<file path="config.mk">
export PLATFORM = sky130hd
export DESIGN_NAME = lsu
export DESIGN_NICKNAME = d
export VERILOG_FILES = /design/src/rtl/lsu_pkg.sv /design/src/rtl/lsu_align.sv /design/src/rtl/lsu.sv
export SDC_FILE = /design/constraint.sdc
export NUM_CORES = 1
export LEC_CHECK = 0
export CAP_MARGIN = 15
export CORE_MARGIN = 5
export CORE_UTILIZATION = 51
export CTS_CLUSTER_SIZE = 25
export DETAILED_ROUTE_END_ITERATION = 16
export GPL_TIMING_DRIVEN = 0
export PLACE_DENSITY_LB_ADDON = 0.25
export SETUP_SLACK_MARGIN = 0.15
export SLEW_MARGIN = 5
export SYNTH_ARGS = -nofsm -noshare
export SYNTH_HDL_FRONTEND = slang
export SYNTH_HIERARCHICAL = 1
export SYNTH_SLANG_ARGS = --single-unit
</file>
<file path="constraint.sdc">
create_clock -name clk -period 5 [get_ports clk]
set_input_delay 1.5 -clock clk [delete_from_list [all_inputs] [get_ports clk]]
set_output_delay 1.5 -clock clk [all_outputs]
set_load 0.02 [all_outputs]
</file>
<file path="src/rtl/lsu_pkg.sv">
// Shared LSU definitions: funct3 width codes, FSM states and request legality.
package lsu_pkg;

  localparam int unsigned XLEN     = 32;
  localparam int unsigned F3_WIDTH = 3;

  localparam logic [F3_WIDTH-1:0] F3_B  = 3'b000;
  localparam logic [F3_WIDTH-1:0] F3_H  = 3'b001;
  localparam logic [F3_WIDTH-1:0] F3_W  = 3'b010;
  localparam logic [F3_WIDTH-1:0] F3_BU = 3'b100;
  localparam logic [F3_WIDTH-1:0] F3_HU = 3'b101;

  typedef enum logic [1:0] {
    ST_IDLE   = 2'd0,
    ST_LOAD   = 2'd1,
    ST_RMW_RD = 2'd2,
    ST_WRITE  = 2'd3
  } lsu_state_e;

  // High when a request must be rejected (misaligned or unsupported width code).
  function automatic logic req_illegal(input logic we, input logic [F3_WIDTH-1:0] f3,
                                       input logic [1:0] a_lo);
    logic bad;
    bad = 1'b0;
    case (f3)
      F3_B:    bad = 1'b0;
      F3_H:    bad = a_lo[0];
      F3_W:    bad = |a_lo;
      F3_BU:   bad = we;
      F3_HU:   bad = we | a_lo[0];
      default: bad = 1'b1;
    endcase
    return bad;
  endfunction

endpackage

</file>
<file path="src/rtl/lsu_align.sv">
// Byte/halfword lane extraction for loads and lane merge for sub-word stores.
module lsu_align
  import lsu_pkg::*;
(
  input  logic [F3_WIDTH-1:0] i_funct3,
  input  logic [1:0]          i_addr_lo,
  input  logic [XLEN-1:0]     i_rdata,
  input  logic [15:0]         i_wdata,
  output logic [XLEN-1:0]     o_ld_data_c,
  output logic [XLEN-1:0]     o_st_word_c
);

  logic [7:0]  w_byte;
  logic [15:0] w_half;
  logic [4:0]  w_bit_ofs;

  always_comb begin
    w_bit_ofs = {i_addr_lo, 3'b000};
    w_byte    = i_rdata[w_bit_ofs +: 8];
    w_half    = i_addr_lo[1] ? i_rdata[31:16] : i_rdata[15:0];

    case (i_funct3)
      F3_B:    o_ld_data_c = {{24{w_byte[7]}}, w_byte};
      F3_H:    o_ld_data_c = {{16{w_half[15]}}, w_half};
      F3_BU:   o_ld_data_c = {24'd0, w_byte};
      F3_HU:   o_ld_data_c = {16'd0, w_half};
      default: o_ld_data_c = i_rdata;
    endcase

    // Store merge: only the addressed lane is replaced, the rest keeps memory contents.
    o_st_word_c = i_rdata;
    if (i_funct3 == F3_B) begin
      o_st_word_c[w_bit_ofs +: 8] = i_wdata[7:0];
    end else if (i_funct3 == F3_H) begin
      if (i_addr_lo[1]) o_st_word_c[31:16] = i_wdata;
      else              o_st_word_c[15:0]  = i_wdata;
    end
  end

endmodule

</file>
<file path="src/rtl/lsu.sv">
// Load/store unit: single-outstanding request FSM over a word-wide data memory,
// with read-modify-write for byte/halfword stores.
module lsu
  import lsu_pkg::*;
(
  input  logic                clk,
  input  logic                rst_n,
  input  logic                req_valid,
  output logic                req_ready,
  input  logic                req_we,
  input  logic [F3_WIDTH-1:0] req_funct3,
  input  logic [XLEN-1:0]     req_addr,
  input  logic [XLEN-1:0]     req_wdata,
  output logic                resp_valid,
  output logic [XLEN-1:0]     resp_rdata,
  output logic                resp_err,
  output logic [XLEN-1:0]     mem_addr,
  output logic [XLEN-1:0]     mem_wdata,
  output logic                mem_w_en,
  output logic                mem_read_en,
  input  logic [XLEN-1:0]     mem_rdata
);

  lsu_state_e          r_state, w_state_nxt;
  logic [XLEN-1:0]     r_addr, w_addr_nxt;
  logic [F3_WIDTH-1:0] r_funct3, w_funct3_nxt;
  logic [15:0]         r_wdata, w_wdata_nxt;
  logic                r_resp_valid, w_resp_valid_nxt;
  logic                r_resp_err, w_resp_err_nxt;
  logic [XLEN-1:0]     r_resp_rdata, w_resp_rdata_nxt;
  logic [XLEN-1:0]     r_mem_addr, w_mem_addr_nxt;
  logic [XLEN-1:0]     r_mem_wdata, w_mem_wdata_nxt;
  logic                r_mem_w_en, w_mem_w_en_nxt;
  logic                r_mem_rd_en, w_mem_rd_en_nxt;
  logic [XLEN-1:0]     w_ld_data;
  logic [XLEN-1:0]     w_st_word;

  lsu_align u_align (
    .i_funct3    (r_funct3),
    .i_addr_lo   (r_addr[1:0]),
    .i_rdata     (mem_rdata),
    .i_wdata     (r_wdata),
    .o_ld_data_c (w_ld_data),
    .o_st_word_c (w_st_word)
  );

  always_ff @(posedge clk) begin
    if (!rst_n) begin
      r_state      <= ST_IDLE;
      r_addr       <= '0;
      r_funct3     <= '0;
      r_wdata      <= '0;
      r_resp_valid <= 1'b0;
      r_resp_err   <= 1'b0;
      r_resp_rdata <= '0;
      r_mem_addr   <= '0;
      r_mem_wdata  <= '0;
      r_mem_w_en   <= 1'b0;
      r_mem_rd_en  <= 1'b0;
    end else begin
      r_state      <= w_state_nxt;
      r_addr       <= w_addr_nxt;
      r_funct3     <= w_funct3_nxt;
      r_wdata      <= w_wdata_nxt;
      r_resp_valid <= w_resp_valid_nxt;
      r_resp_err   <= w_resp_err_nxt;
      r_resp_rdata <= w_resp_rdata_nxt;
      r_mem_addr   <= w_mem_addr_nxt;
      r_mem_wdata  <= w_mem_wdata_nxt;
      r_mem_w_en   <= w_mem_w_en_nxt;
      r_mem_rd_en  <= w_mem_rd_en_nxt;
    end
  end

  // Memory-side controls are registered for the state being entered, so they are zero in IDLE.
  always_comb begin
    w_state_nxt      = r_state;
    w_addr_nxt       = r_addr;
    w_funct3_nxt     = r_funct3;
    w_wdata_nxt      = r_wdata;
    w_resp_valid_nxt = 1'b0;
    w_resp_err_nxt   = 1'b0;
    w_resp_rdata_nxt = r_resp_rdata;
    w_mem_addr_nxt   = '0;
    w_mem_wdata_nxt  = '0;
    w_mem_w_en_nxt   = 1'b0;
    w_mem_rd_en_nxt  = 1'b0;

    case (r_state)
      ST_IDLE: begin
        if (req_valid) begin
          if (req_illegal(req_we, req_funct3, req_addr[1:0])) begin
            w_resp_valid_nxt = 1'b1;
            w_resp_err_nxt   = 1'b1;
          end else begin
            w_addr_nxt     = req_addr;
            w_funct3_nxt   = req_funct3;
            w_wdata_nxt    = req_wdata[15:0];
            w_mem_addr_nxt = {req_addr[XLEN-1:2], 2'b00};
            if (!req_we) begin
              w_state_nxt     = ST_LOAD;
              w_mem_rd_en_nxt = 1'b1;
            end else if (req_funct3 == F3_W) begin
              w_state_nxt     = ST_WRITE;
              w_mem_w_en_nxt  = 1'b1;
              w_mem_wdata_nxt = req_wdata;
            end else begin
              w_state_nxt     = ST_RMW_RD;
              w_mem_rd_en_nxt = 1'b1;
            end
          end
        end
      end
      ST_LOAD: begin
        w_resp_rdata_nxt = w_ld_data;
        w_resp_valid_nxt = 1'b1;
        w_state_nxt      = ST_IDLE;
      end
      ST_RMW_RD: begin
        w_mem_addr_nxt  = {r_addr[XLEN-1:2], 2'b00};
        w_mem_wdata_nxt = w_st_word;
        w_mem_w_en_nxt  = 1'b1;
        w_state_nxt     = ST_WRITE;
      end
      ST_WRITE: begin
        w_resp_valid_nxt = 1'b1;
        w_state_nxt      = ST_IDLE;
      end
      default: w_state_nxt = ST_IDLE;
    endcase
  end

  assign req_ready   = (r_state == ST_IDLE);
  assign resp_valid  = r_resp_valid;
  assign resp_err    = r_resp_err;
  assign resp_rdata  = r_resp_rdata;
  assign mem_addr    = r_mem_addr;
  assign mem_wdata   = r_mem_wdata;
  assign mem_w_en    = r_mem_w_en;
  assign mem_read_en = r_mem_rd_en;

endmodule
</file>
After elaboration in Yosys (flattened, before gate mapping)

Index checks and enable logic that the tools add are counted.

Register bits: 153
Logic and storage cells: 74
Bits of input ports: 103

Add/subtract/negate cells: 1
Shift-type cells: 3
Muxes and demuxes: 33
Bitwise logic cells: 5
Eq/ne operators: 12
Reductions and logical operators: 9

Operators by type and width:

| operator                 | number |
|---|---|
| $mux W32                 | 8 |
| $pmux W32 S2             | 2 |
| $pmux W32 S4             | 1 |
| $mux W16                 | 3 |
| $bwmux W32               | 1 |
| $shift A8 B7 Y32 const A | 1 |
| $shiftx A32 B6 Y8        | 1 |
| $shiftx A8 B7 Y32        | 1 |
| $eq A3 B3 Y1 const B     | 4 |
| $mux W1                  | 11 |
| $neg A5 Y7               | 1 |
| $eq A3 B1 Y1 const B     | 2 |
| $logic_not A3 Y1         | 2 |
| $mux W2                  | 3 |
| $pmux W2 S3              | 1 |
| $pmux W1 S5              | 1 |
| $eq A2 B2 Y1 const B     | 2 |
| $ne A2 B2 Y1 const B     | 2 |
| $not A1 Y1               | 4 |
| $pmux W1 S2              | 2 |
| $reduce_and A2 Y1        | 2 |
| $reduce_or A2 Y1         | 2 |
| $reduce_or A4 Y1         | 1 |
| $eq A3 B2 Y1 const B     | 1 |
| 4 further kinds          | 4 |

Longest topological paths before layout

Gate-level depths: netlist of run 1.

Word-level depth: 7
Gate-level depth with buffers: 9
Mapped depth without buffers: 6

Cells and area by module

The synthesis of run 1 kept the hierarchy.

By module, submodules not included:

| module    | instances | area each (um^2) | cells an instance |
|---|---|---|---|
| lsu       | 1         | 5,170.0          | 501 |
| lsu_align | 1         | 1,687.9          | 248 |

Worst setup path after synthesis of run 1

Ideal clock, no wire load.

Path kind: input port to flip-flop
Start point: input req_funct3[2]
End point: register r_addr[0]
Slack: 1.916 ns
Stages on the path: 5
Arrival time: 3.012 ns
Data required time: 4.928 ns
Setup time: 0.072 ns
Cells stage by stage: or4_1 -> clkbuf_1 -> a2111oi_4 -> buf_4 -> mux2i_1

Longest elaborated chain between the ends: 6
Elaborated cells on any way between the ends: 10
Classes of those cells: 4 x eq/ne; 3 x mux; 1 x bitwise; 2 x reduce/logical

Ends and longest elaborated chain:

| element                                    | RTL line      | text |
|---|---|---|
| start: declaration                         | lsu.sv:11     | `input logic [F3_WIDTH-1:0] req_funct3,` |
| $eq A3 B3 Y1, or another cell as far along | lsu_pkg.sv:25 | `case (f3)` |
| $pmux W1 S5 *                              | lsu_pkg.sv:25 |  |
| $mux W1 *                                  | lsu.sv:91     | `if (req_valid) begin` |
| $mux W1 *                                  | lsu.sv:89     | `case (r_state)` |
| $not A1 Y1 (no source line) *              | --            |  |
| $reduce_and A3 Y1 (no source line) *       | --            |  |
| end signal: assignment                     | lsu.sv:62     | `r_addr <= w_addr_nxt;` |
| end: declaration                           | lsu.sv:25     | `logic [XLEN-1:0] r_addr, w_addr_nxt;` |

Mark *: on every way between the ends. The rest lies on a longest branch, timed or not. The select of a mux whose other input is x is not followed.
A chain may end at the register's enable or synchronous reset.

==> results of run 1 <==
-- flip-flops by register name, summed over array words and instances (netlist names) --
name	count
mem_w_en	1
r_addr	32
mem_wdata	32
mem_read_en	1
r_funct3	3
r_wdata	16
r_state	2
resp_rdata	32
resp_err	1
resp_valid	1
mem_addr	30
-- final cells by class --
type	count	area share, %
repair buffers	201	20.6
clock buffers	19	4.54
inverters	4	0.154
well taps	176	2.26
clock inverters	13	2.22
multi-input cells	521	35.8
flip-flops and latches	151	31.0
plain buffers	74	3.40
-- path summary, 6_finish.rpt --
check	startpoint	end	slack [ns]	cells past startpoint
setup / recovery	rst_n	mem_wdata[17]	1.44	6
hold / removal	r_funct3[2]	r_funct3[2]	0.46	2
setup reg to reg	r_addr[1]	mem_wdata[12]	2.06	9
hold reg to reg	r_funct3[2]	r_funct3[2]	0.46	2
-- layer usage --
layer,wire length [um],global-route usage [%]
met3,2660,10.1
met2,10600,46.1
met1,8620,33.0
met5,0,0
met4,860,12.9
-- worst min-delay path, delay by kind of cell, from the launching register on --
family / cells / cell delay, ns
AND/OR/NAND/NOR: 1 / 0.05
multiplexers: 1 / 0.05
flip-flops: 1 / 0.31
-- where the power goes --
| group | internal [uW] | switching (uW) |
|---|---|---|
| Combinational | 237 | 263 |
| Clock | 905 | 520 |
| Sequential | 1250 | 29.3 |
| Total | 2390 | 812 |
-- through the flow --
stage | instance area, um2 | total power, uW | utilization (%) | instances
finish | 9750 | 3200 | 73.9 | 1159
floorplan | 6860 | 1560 | - | 750
global route | 9750 | 3310 | 73.9 | 1159
CTS | 9750 | 3200 | 73.9 | 1159
detailed placement | 9090 | 1790 | 68.9 | 1127
global placement | 9090 | 1780 | 68.9 | 1127
-- layout by cell type, fill, tap and decap left out, types with 11 or more instances in the layout --
cell type        instances
a211oi_1                16
a21boi_0                32
a21oi_1                 12
a221oi_1                18
a22o_1                  84
buf_2                   13
clkbuf_1                54
clkbuf_16               17
clkdlybuf4s50_1        201
dfxtp_1                151
mux2i_1                 35
nand2_1                171
nor2_1                  21
nor2b_1                 11
o22ai_1                 18
o2bb2ai_1               30
-- kinds of logic (layout without fill, tap and decap cells) --
logic type | Yosys count | in the layout | synth area share (%)
and+or+nand+nor | 239 | 239 | 15.5
AOI/OAI and AO/OA | 237 | 237 | 28.6
DFF | 151 | 151 | 44.1
buffers and inverters | 78 | 311 | 5.05
muxes | 38 | 38 | 5.77
adders and majority gates | 5 | 5 | 0.912
other | 1 | 2 | 0.0547
==> flow_summary.rst, run 1 <==
.. list-table::
   :header-rows: 1

   * - Metric
     - Value
   * - Status
     - finished clean
   * - Detailed-route wire length per cell
     - 19.6 um
   * - Total congestion overflow
     - 0
   * - Cell family with most CP delay
     - buffers and inverters
   * - Post-layout net count
     - 1,078
   * - Antenna diodes
     - 0
   * - Clock Tree Buf Depth
     - 2
   * - Clock transition at the registers of the reported paths
     - 0.06 ns
   * - CP startpoint kind
     - input port
   * - Final setup violating endpoints
     - 0
   * - Number of setup buffers added after CTS
     - 0
   * - CTS tree
     - done
   * - Port Buffers
     - 201
   * - Slowest-stage cell, CP
     - clkbuf_1
   * - Count of filler cells inserted in the layout
     - a little over 1,000
   * - HPWL Detailed
     - 16.7 mm
   * - Growth of design area from synthesis to finish
     - 42.2%
   * - Maximum net fanout on the critical path
     - 10
   * - Minimum setup slack after placement
     - around 1 ns
   * - Remaining number of nets flagged by the antenna check after routing
     - 0
   * - Worst slew slack as a fraction of its limit
     - 58.6%
   * - Global placer's final weighted congestion
     - 0.965
   * - Total Routed Length
     - 22.8 mm
   * - Iteration count of the initial detailed-routing pass
     - 8
   * - Maximum number of pins on one net before global-route repair
     - 17
   * - Starting density of the core
     - 52.0%
   * - Post-Route Hold Slack
     - 0.458 ns
   * - Setup crit end kind
     - flip-flop
   * - Proportion of synthesized flip-flops having asynchronous set or reset
     - 0%
   * - Area share of the largest cell type after synthesis
     - 44.1%
   * - Number of buffers added by the clock tree synthesis step
     - 17
   * - Hold Path Class
     - flip-flop to flip-flop
   * - Classification of the worst setup path
     - input port to flip-flop
   * - Leakage Power
     - 0.00362 uW
   * - Cell type with the highest aggregate area in the netlist
     - dfxtp_1
   * - Placeable core region
     - 13,200 um2
   * - Maximum resistive drop on vdd
     - 0.288 mV
   * - Layout cell share with drive strength beyond 1
     - 6.51%
   * - I/O pin count
     - 204
   * - Warnings from Yosys
     - 6
   * - Largest stage delay on the critical path
     - 0.51 ns
   * - Post-route DRC violation count
     - 0
   * - Area contributors post-synth
     - dfxtp_1, a22o_1, nand2_1
   * - Final Skew
     - 0.00664 ns
   * - Time the worst path needs with I/O delays and setup
     - approximately 3.6 ns
   * - Crit path arrival time
     - 3.92 ns
   * - Total count of hold-check failures in the final report
     - 0
   * - Worst setup slack after layout
     - 1.44 ns
   * - Leading cell types by count after synthesis
     - nand2_1, dfxtp_1, a22o_1
   * - Number of synthesized flops with an enable pin
     - 0
   * - Cells along the critical path
     - clkdlybuf4s50_1, clkbuf_1, and3b_1, clkbuf_1, clkbuf_1, a22o_1
   * - Synth Instances
     - approximately 750
   * - H-Tree Level Count
     - 4
   * - Number of cell rows
     - 42
   * - Sequential element share of the synthesized area
     - 44.1%
   * - Count of max-cap constraint violations
     - 0
   * - Number of design-rule violations left by the first detailed-router iteration
     - about 700
   * - FMAX
     - 281 MHz
   * - Vert. Die Dim
     - 126 um
   * - Most instantiated library cell after synthesis
     - nand2_1
   * - Mapped Area
     - roughly 6900 um2
   * - Most used DFF post-synth
     - dfxtp_1
   * - Via count
     - 6,844
   * - Worst EP required
     - around 5.4 ns
   * - Vias in the first global route
     - 6,738
   * - Antenna violations before repair
     - 0
   * - Setup TNS
     - 0 ns
   * - Wire length of the first global-routing pass
     - 35.8 mm
   * - Average footprint of a synthesized cell
     - 9.16 um2
   * - Clock Sinks
     - around 150
   * - Worst-skew pair later-pin latency
     - 0.43 ns
   * - Die Area
     - 15,900 um2
   * - Number of hold buffers added after CTS
     - 0
   * - Width of the die
     - 126 um
   * - Combined area of the multi-input logic cells
     - approximately 3500 um2
   * - Pins Over Slew Limit
     - 0
   * - Number of cells upsized or downsized after cts
     - 0
   * - Post-synthesis sequential element count
     - 151
   * - Cell seen most often among critical-path stages
     - clkbuf_1
   * - Unrepaired setup endpoints after global routing
     - no
   * - CTS root buffer
     - clkbuf_16
   * - Period utilisation layout
     - 71.2%
   * - Gr usage total
     - ~28%
   * - Sequential cell area in the final layout
     - between 3000 and 4000 um2
   * - Power per standard cell area
     - 328 nW/um2
   * - Average via count per standard cell
     - about 5.9
   * - Critical path buffer and inverter count
     - 4
   * - Measured slew at the worst slew-check pin
     - around 0.62 ns
   * - Number of distinct standard cells referenced by the synthesized netlist
     - 50
Power figures use the tool's default switching activity.
==> run 2, diff against run 1 <==
--- a/config.mk
+++ b/config.mk
@@ -7,7 +7,7 @@
 export LEC_CHECK = 0
 export CAP_MARGIN = 15
 export CORE_MARGIN = 5
-export CORE_UTILIZATION = 51
+export CORE_UTILIZATION = 43
 export CTS_CLUSTER_SIZE = 25
 export DETAILED_ROUTE_END_ITERATION = 16
 export GPL_TIMING_DRIVEN = 0
==> constraint.sdc (replaced) <==
create_clock -name clk -period 3.2 [get_ports clk]
set_input_delay 0.96 -clock clk [delete_from_list [all_inputs] [get_ports clk]]
set_output_delay 0.96 -clock clk [all_outputs]
set_load 0.02 [all_outputs]
==> run 2 against run 1 <==
Combinational power increased by 56%. Power rose by 47%. Worst setup slack lost 1.1 ns. Clock power grew 35%. Clock-buffer cell count fell by 2. Register-to-register slack worse by 1.7 ns. Sequential share of layout area rose by 0.13 points. Via count is 2.1% lower. Non-clock buffer count stayed put. Critical endpoint is now r_wdata[1].
==> flow_summary.rst, run 2 (synthesis gave the netlist of run 1 again) <==
.. list-table::
   :header-rows: 1

   * - Metric
     - Value
   * - Status
     - finished clean
   * - Clock Tree Buf Depth
     - 2 (unchanged)
   * - Starting density of the core
     - 43.5% (-8.5 points)
   * - Worst slew slack as a fraction of its limit
     - 62.1% (+3.5 points)
   * - Post-placement cell area
     - 9140 um2 (+0.55%)
   * - Cell family with most CP delay
     - buffers and inverters
   * - Commonest non-fill, non-tap cells in the layout
     - clkdlybuf4s50_1, nand2_1, dfxtp_1
   * - Placed instance count
     - 1,167 (+3.5%)
   * - Most frequent standard cell in the layout excluding fill and tap cells
     - clkdlybuf4s50_1
   * - Number of design-rule violations left by the first detailed-router iteration
     - 541 (-23%)
   * - CTS tree
     - done
   * - Hold Path Class
     - flip-flop to flip-flop
   * - Remaining number of nets flagged by the antenna check after routing
     - 0 (unchanged)
   * - Post-Layout Inst Area
     - 9710 um2 (-0.42%)
   * - Final Skew
     - 0.0131 ns (+0.00646 ns)
   * - Width of the die
     - 136 um (+8.2%)
   * - Global placer's final weighted congestion
     - 0.956 (-0.92%)
   * - Total congestion overflow
     - 0 (unchanged)
   * - Die Area
     - 18,600 um2 (+17%)
   * - Slowest-stage cell, CP
     - a2111oi_4
   * - R2r setup slk
     - 0.40 ns (-1.66 ns)
   * - Critical path buffer and inverter count
     - 3 (-1)
   * - Setup crit end kind
     - flip-flop
   * - Number of cell rows
     - 46 (+9.5%)
   * - Number of instances on the worst hold path
     - 2 (unchanged)
   * - Power per standard cell area
     - 483 nW/um2 (+47%)
   * - Gr usage total
     - 24.2% (-3.9 points)
   * - Vert. Die Dim
     - 136 um (+8.2%)
   * - CP startpoint kind
     - input port
   * - Crit Reg-Reg Startpoint
     - r_addr[0]
   * - Path length in cells of the critical path
     - 6 (unchanged)
   * - Classification of the worst setup path
     - input port to flip-flop
   * - Period utilisation layout
     - between 90% and 100%
   * - Detailed-route wire length per cell
     - 18.9 um (-3.9%)
   * - Crit path arrival time
     - 3.26 ns (-0.66 ns)
   * - Total Routed Length
     - 22.6 mm (-0.59%)
   * - Worst flop-to-flop path endpoint
     - mem_wdata[24]
   * - Post-layout net count
     - 1,078 (unchanged)
   * - HPWL Detailed
     - 17.0 mm (+2.3%)
   * - Worst EP required
     - 3.56 ns (-1.80 ns)
   * - Clock Sinks
     - 151 (unchanged)
   * - Total count of hold-check failures in the final report
     - 0 (unchanged)
   * - Antenna diodes
     - 0 (unchanged)
   * - End of the worst hold path
     - r_addr[19]
   * - Average via count per standard cell
     - 5.59 (-5.4%)
   * - Port Buffers
     - 201 (unchanged)
   * - Maximum number of pins on one net before global-route repair
     - 17 (unchanged)
   * - Growth of design area from synthesis to finish
     - 41.6%
   * - Layout cell share with drive strength beyond 1
     - 6.92% (+0.41 points)
   * - Worst-skew pair later-pin latency
     - 0.43 ns (about the same)
   * - Setup crit start
     - req_funct3[2]
   * - Non-filler cells in the finished layout
     - 1,199 (+3.5%)
   * - Leakage Power
     - 0.00359 uW (-0.88%)
   * - Count of max-cap constraint violations
     - 0 (unchanged)
   * - Final setup violating endpoints
     - 0 (unchanged)
   * - Maximum resistive drop on vdd
     - 0.376 mV (+30%)
   * - Unrepaired setup endpoints after global routing
     - no
   * - Time the worst path needs with I/O delays and setup
     - 2.90 ns
   * - Post-route DRC violation count
     - 0 (unchanged)
   * - Power consumption
     - 4690 uW (+47%)
   * - Wire length of the first global-routing pass
     - 34.7 mm (-3.1%)
   * - FMAX
     - 345 MHz
   * - Number of buffers added by the clock tree synthesis step
     - 17 (unchanged)
   * - Number of hold buffers added after CTS
     - 0 (unchanged)
   * - Iteration count of the initial detailed-routing pass
     - 5 (-3)
   * - Pins Over Slew Limit
     - 0 (unchanged)
   * - Via count
     - 6,699 (-2.1%)
   * - Cells along the critical path
     - clkdlybuf4s50_1, or4_1, clkbuf_1, a2111oi_4, buf_4, mux2i_1
   * - Post-Route Hold Slack
     - 0.462 ns (+0.00430 ns)
   * - Measured slew at the worst slew-check pin
     - 0.567 ns (-0.0492 ns)
   * - Largest stage delay on the critical path
     - 0.57 ns (+0.06 ns)
   * - Maximum net fanout on the critical path
     - 10 (unchanged)
   * - Clock transition at the registers of the reported paths
     - 0.07 ns (about the same)
   * - Hold_sp
     - r_addr[19]
   * - Minimum setup slack after placement
     - -0.269 ns (-1.29 ns)
   * - Worst setup slack after layout
     - 0.300 ns (-1.14 ns)
   * - Worst Reg2Reg Path Length in Cells
     - 8 (-1)
   * - Antenna violations before repair
     - 0 (unchanged)
   * - Vias in the first global route
     - 6,380 (-5.3%)
   * - I/O pin count
     - 204 (unchanged)
   * - Placeable core region
     - 15,800 um2 (+20%)
   * - CTS root buffer
     - clkbuf_16
   * - H-Tree Level Count
     - 4 (unchanged)
## run 2: cell count changes in the layout (fill, tap and decap cells not counted), moves of 3 or more
cell | previous run | this run
clkbuf_1 | 54 | 50
inv_8 | 1 | 4
bufinv_16 | 5 | 0
clkbuf_2 | 0 | 3
## run 2: per-stage QoR
step | utilization (%) | setup TNS, ns
finish | 61.6 | 0
global route | 61.6 | 0
CTS | 61.6 | 0
detailed placement | 58.0 | -13.35
global placement | 58.0 | -12.86
floorplan | - | 0
## run 2: how the worst max path moves through the flow
stage	endpoint	slack (ns)
final	r_wdata[1]	0.30
after global routing	r_wdata[12]	0.17
after CTS	mem_wdata[29]	0.18
after detailed placement	mem_wdata[24]	-0.27
after global placement	mem_wdata[27]	-0.28
after floorplan	r_addr[0]	0.66
## run 2: area by class of cell
| type | instances | area (um2) |
|---|---|---|
| clock inverters | 15 | 139 |
| inverters | 4 | 15.0 |
| well taps | 216 | 270 |
| repair buffers | 201 | 2010 |
| plain buffers | 74 | 335 |
| fillers | 1442 | 6060 |
| multi-input cells | 521 | 3490 |
| clock buffers | 17 | 425 |
| flip-flops and latches | 151 | 3020 |
## run 2: worst min-delay path, stage by stage, from the launching register on
cell,delay (ns)
dfxtp_1,0.31
nand2_1,0.05
o2bb2ai_1,0.06
## run 2: per-layer routing
layer,up-vias,global-route usage (%),wire length [um]
met5,-,0,0
met2,346,38.8,10400
met1,3116,30.1,9230
li1,3196,-,-
met3,41,8.66,2410
met4,0,8.45,546
## run 2: timing repair
action                                  CTS  global route
resized for setup                         0             6
endpoints found under the setup margin    0            25
buffers inserted                          0             0
hold endpoints to repair                  0             0
## run 2: power by group
group          internal [uW]  switching, uW  leakage (uW)
Combinational            370            411       0.00209
Sequential              1950           44.0       0.00122
Clock                   1030            892      0.000275
==> run 3, diff against run 2 <==
--- a/config.mk
+++ b/config.mk
@@ -12,8 +12,9 @@
 export DETAILED_ROUTE_END_ITERATION = 16
 export GPL_TIMING_DRIVEN = 0
 export PLACE_DENSITY_LB_ADDON = 0.25
+export RECOVER_POWER = 25
 export SETUP_SLACK_MARGIN = 0.15
-export SLEW_MARGIN = 5
+export SLEW_MARGIN = 25
 export SYNTH_ARGS = -nofsm -noshare
 export SYNTH_HDL_FRONTEND = slang
 export SYNTH_HIERARCHICAL = 1
==> run 3 against run 2 <==
Clock power about the same. Register-to-register slack improved by 0.03 ns. Die area unchanged. Sequential power about the same. Core utilization unchanged. Fmax about the same. Global-route usage unchanged. Hold slack got worse by 0.0010 ns. Flip-flop and latch count unchanged. Critical path type unchanged.
==> flow_summary.rst, run 3 (synthesis gave the netlist of run 1 again) <==
.. list-table::
   :header-rows: 1

   * - Metric
     - Value
   * - Met3 wire length
     - 2.51 mm (+4.1%)
   * - Crit path arrival time
     - 3.26 ns (about the same)
   * - WL met2
     - 10.4 mm (-0.34%)
   * - Worst slew slack as a fraction of its limit
     - 61.6% (-0.59 points)
   * - Count of filler cells inserted in the layout
     - 1,442 (unchanged)
   * - Clock transition at the registers of the reported paths
     - 0.07 ns (about the same)
   * - Crit Reg-Reg Startpoint
     - r_addr[0]
   * - Setup TNS
     - 0 ns (unchanged)
   * - Post-placement cell area
     - 9140 um2 (unchanged)
   * - Clock Sinks
     - 151 (unchanged)
   * - Final setup violating endpoints
     - 0 (unchanged)
   * - Iteration count of the initial detailed-routing pass
     - 5 (unchanged)
   * - Leakage Power
     - 0.00377 uW (+5.0%)
   * - Total Routed Length
     - 22.6 mm (about the same)
   * - Total congestion overflow
     - 0 (unchanged)
   * - Post-Layout Inst Area
     - 9710 um2 (unchanged)
   * - Worst EP required
     - 3.56 ns (about the same)
   * - Period utilisation layout
     - 90.6% (about the same)
   * - Growth of design area from synthesis to finish
     - 41.6% (unchanged)
   * - R2r setup slk
     - 0.43 ns (+0.03 ns)
   * - Starting density of the core
     - 43.5% (unchanged)
   * - Global placer's final weighted congestion
     - 0.956 (unchanged)
   * - Most frequent standard cell in the layout excluding fill and tap cells
     - nand2_1
   * - Maximum number of pins on one net before global-route repair
     - 17 (unchanged)
   * - Number of instances on the worst hold path
     - 2 (unchanged)
   * - Average via count per standard cell
     - 5.59 (+0.13%)
   * - Count of max-cap constraint violations
     - 0 (unchanged)
   * - Post-route DRC violation count
     - 0 (unchanged)
   * - CTS root buffer
     - clkbuf_16
   * - Time the worst path needs with I/O delays and setup
     - 2.90 ns (+0.0000540 ns)
   * - Vert. Die Dim
     - 136 um (unchanged)
   * - Post-layout net count
     - 1,078 (unchanged)
   * - Status
     - finished clean
   * - Post-Route Hold Slack
     - 0.461 ns (-0.00102 ns)
   * - Antenna diodes
     - 0 (unchanged)
   * - I/O pin count
     - 204 (unchanged)
   * - M1 wire length
     - 9.11 mm (-1.3%)
   * - CP startpoint kind
     - input port
   * - Total count of hold-check failures in the final report
     - 0 (unchanged)
   * - Minimum setup slack after placement
     - -0.269 ns (unchanged)
   * - Placeable core region
     - 15,800 um2 (unchanged)
   * - Worst setup slack after layout
     - 0.300 ns (-0.0000540 ns)
   * - Antenna violations before repair
     - 0 (unchanged)
   * - Gr usage total
     - 24.2% (unchanged)
   * - Number of hold buffers added after CTS
     - 0 (unchanged)
   * - Power per standard cell area
     - 482 nW/um2 (-0.13%)
   * - Hold Path Class
     - flip-flop to flip-flop
   * - Commonest non-fill, non-tap cells in the layout
     - nand2_1, dfxtp_1, clkdlybuf4s50_1
   * - Hold_sp
     - resp_rdata[25]
   * - H-Tree Level Count
     - 4 (unchanged)
   * - Detailed-route wire length per cell
     - 18.8 um (about the same)
   * - Uppermost layer routed
     - met4
   * - Number of setup buffers added after CTS
     - 0 (unchanged)
   * - Port Buffers
     - 201 (unchanged)
   * - FMAX
     - 345 MHz (about the same)
   * - Width of the die
     - 136 um (unchanged)
   * - CTS tree
     - done
   * - Layout cell share with drive strength beyond 1
     - 6.92% (unchanged)
   * - Worst flop-to-flop path endpoint
     - mem_wdata[24]
   * - Number of buffers added by the clock tree synthesis step
     - 17 (unchanged)
   * - Unrepaired setup endpoints after global routing
     - no
   * - Worst-skew pair later-pin latency
     - 0.43 ns (about the same)
   * - Utilization after layout
     - 61.6% (unchanged)
   * - Measured slew at the worst slew-check pin
     - 0.576 ns (+0.00880 ns)
   * - Remaining number of nets flagged by the antenna check after routing
     - 0 (unchanged)
   * - End of the worst hold path
     - resp_rdata[25]
   * - Pins Over Slew Limit
     - 0 (unchanged)
   * - Vias in the first global route
     - 6,380 (unchanged)
   * - Classification of the worst setup path
     - input port to flip-flop
   * - HPWL Detailed
     - 17.0 mm (unchanged)
   * - Final Skew
     - 0.0128 ns (-0.000256 ns)
   * - Maximum resistive drop on vdd
     - 0.376 mV (about the same)
   * - Setup crit end kind
     - flip-flop
   * - Via count
     - 6,708 (+0.13%)
   * - Wire length of the first global-routing pass
     - 34.7 mm (unchanged)
   * - Number of cell rows
     - 46 (unchanged)
   * - Worst Reg2Reg Path Length in Cells
     - 8 (unchanged)
   * - Clock Tree Buf Depth
     - 2 (unchanged)
   * - Die Area
     - 18,600 um2 (unchanged)
   * - Maximum net fanout on the critical path
     - 10 (unchanged)
   * - Number of design-rule violations left by the first detailed-router iteration
     - 553 (+2.2%)
## run 3: routing by layer
metal | track usage (%) | up-vias
met3 | 8.66 | 47
met4 | 8.45 | 0
met2 | 38.8 | 359
li1 | - | 3197
met5 | 0 | -
met1 | 30.1 | 3105
## run 3: worst max path at each step
| stage | startpoint | cells after the start | endpoint | slack (ns) |
|---|---|---|---|---|
| final | req_funct3[2] | 6 | r_wdata[1] | 0.30 |
| after global routing | req_funct3[0] | 6 | r_wdata[12] | 0.17 |
| after CTS | rst_n | 6 | mem_wdata[29] | 0.18 |
| after detailed placement | rst_n | 6 | mem_wdata[24] | -0.27 |
| after global placement | rst_n | 6 | mem_wdata[27] | -0.28 |
| after floorplan | req_funct3[2] | 5 | r_addr[0] | 0.66 |
## run 3: layout make-up
class	count	area (um2)	area share, %
multi-input combinational	521	3490	36.0
sequential	151	3020	31.1
timing repair buffer	201	2010	20.7
clock buffer	17	425	4.38
buffer	74	335	3.45
tap	216	270	2.78
clock inverter	15	139	1.43
inverter	4	15.0	0.155
## run 3: worst max-delay path: stages
cell             delay, ns
clkdlybuf4s50_1       0.48
or4_1                 0.53
clkbuf_1              0.18
a2111oi_4             0.57
buf_4                 0.32
mux2i_1               0.21
## run 3: per-stage QoR
step / power (uW) / cells
floorplan: 2440 / 750
global placement: 2800 / 1167
detailed placement: 2800 / 1167
CTS: 4710 / 1199
global route: 4860 / 1199
finish: 4680 / 1199
## run 3: timing repair
action | CTS | global route
endpoints found under the setup margin | 0 | 25
resized for setup | 0 | 6
hold endpoints to repair | 0 | 0
## run 3: where the power goes
group / switching (uW) / internal (uW)
Combinational: 410 / 364
Sequential: 43.3 / 1950
Clock: 894 / 1030
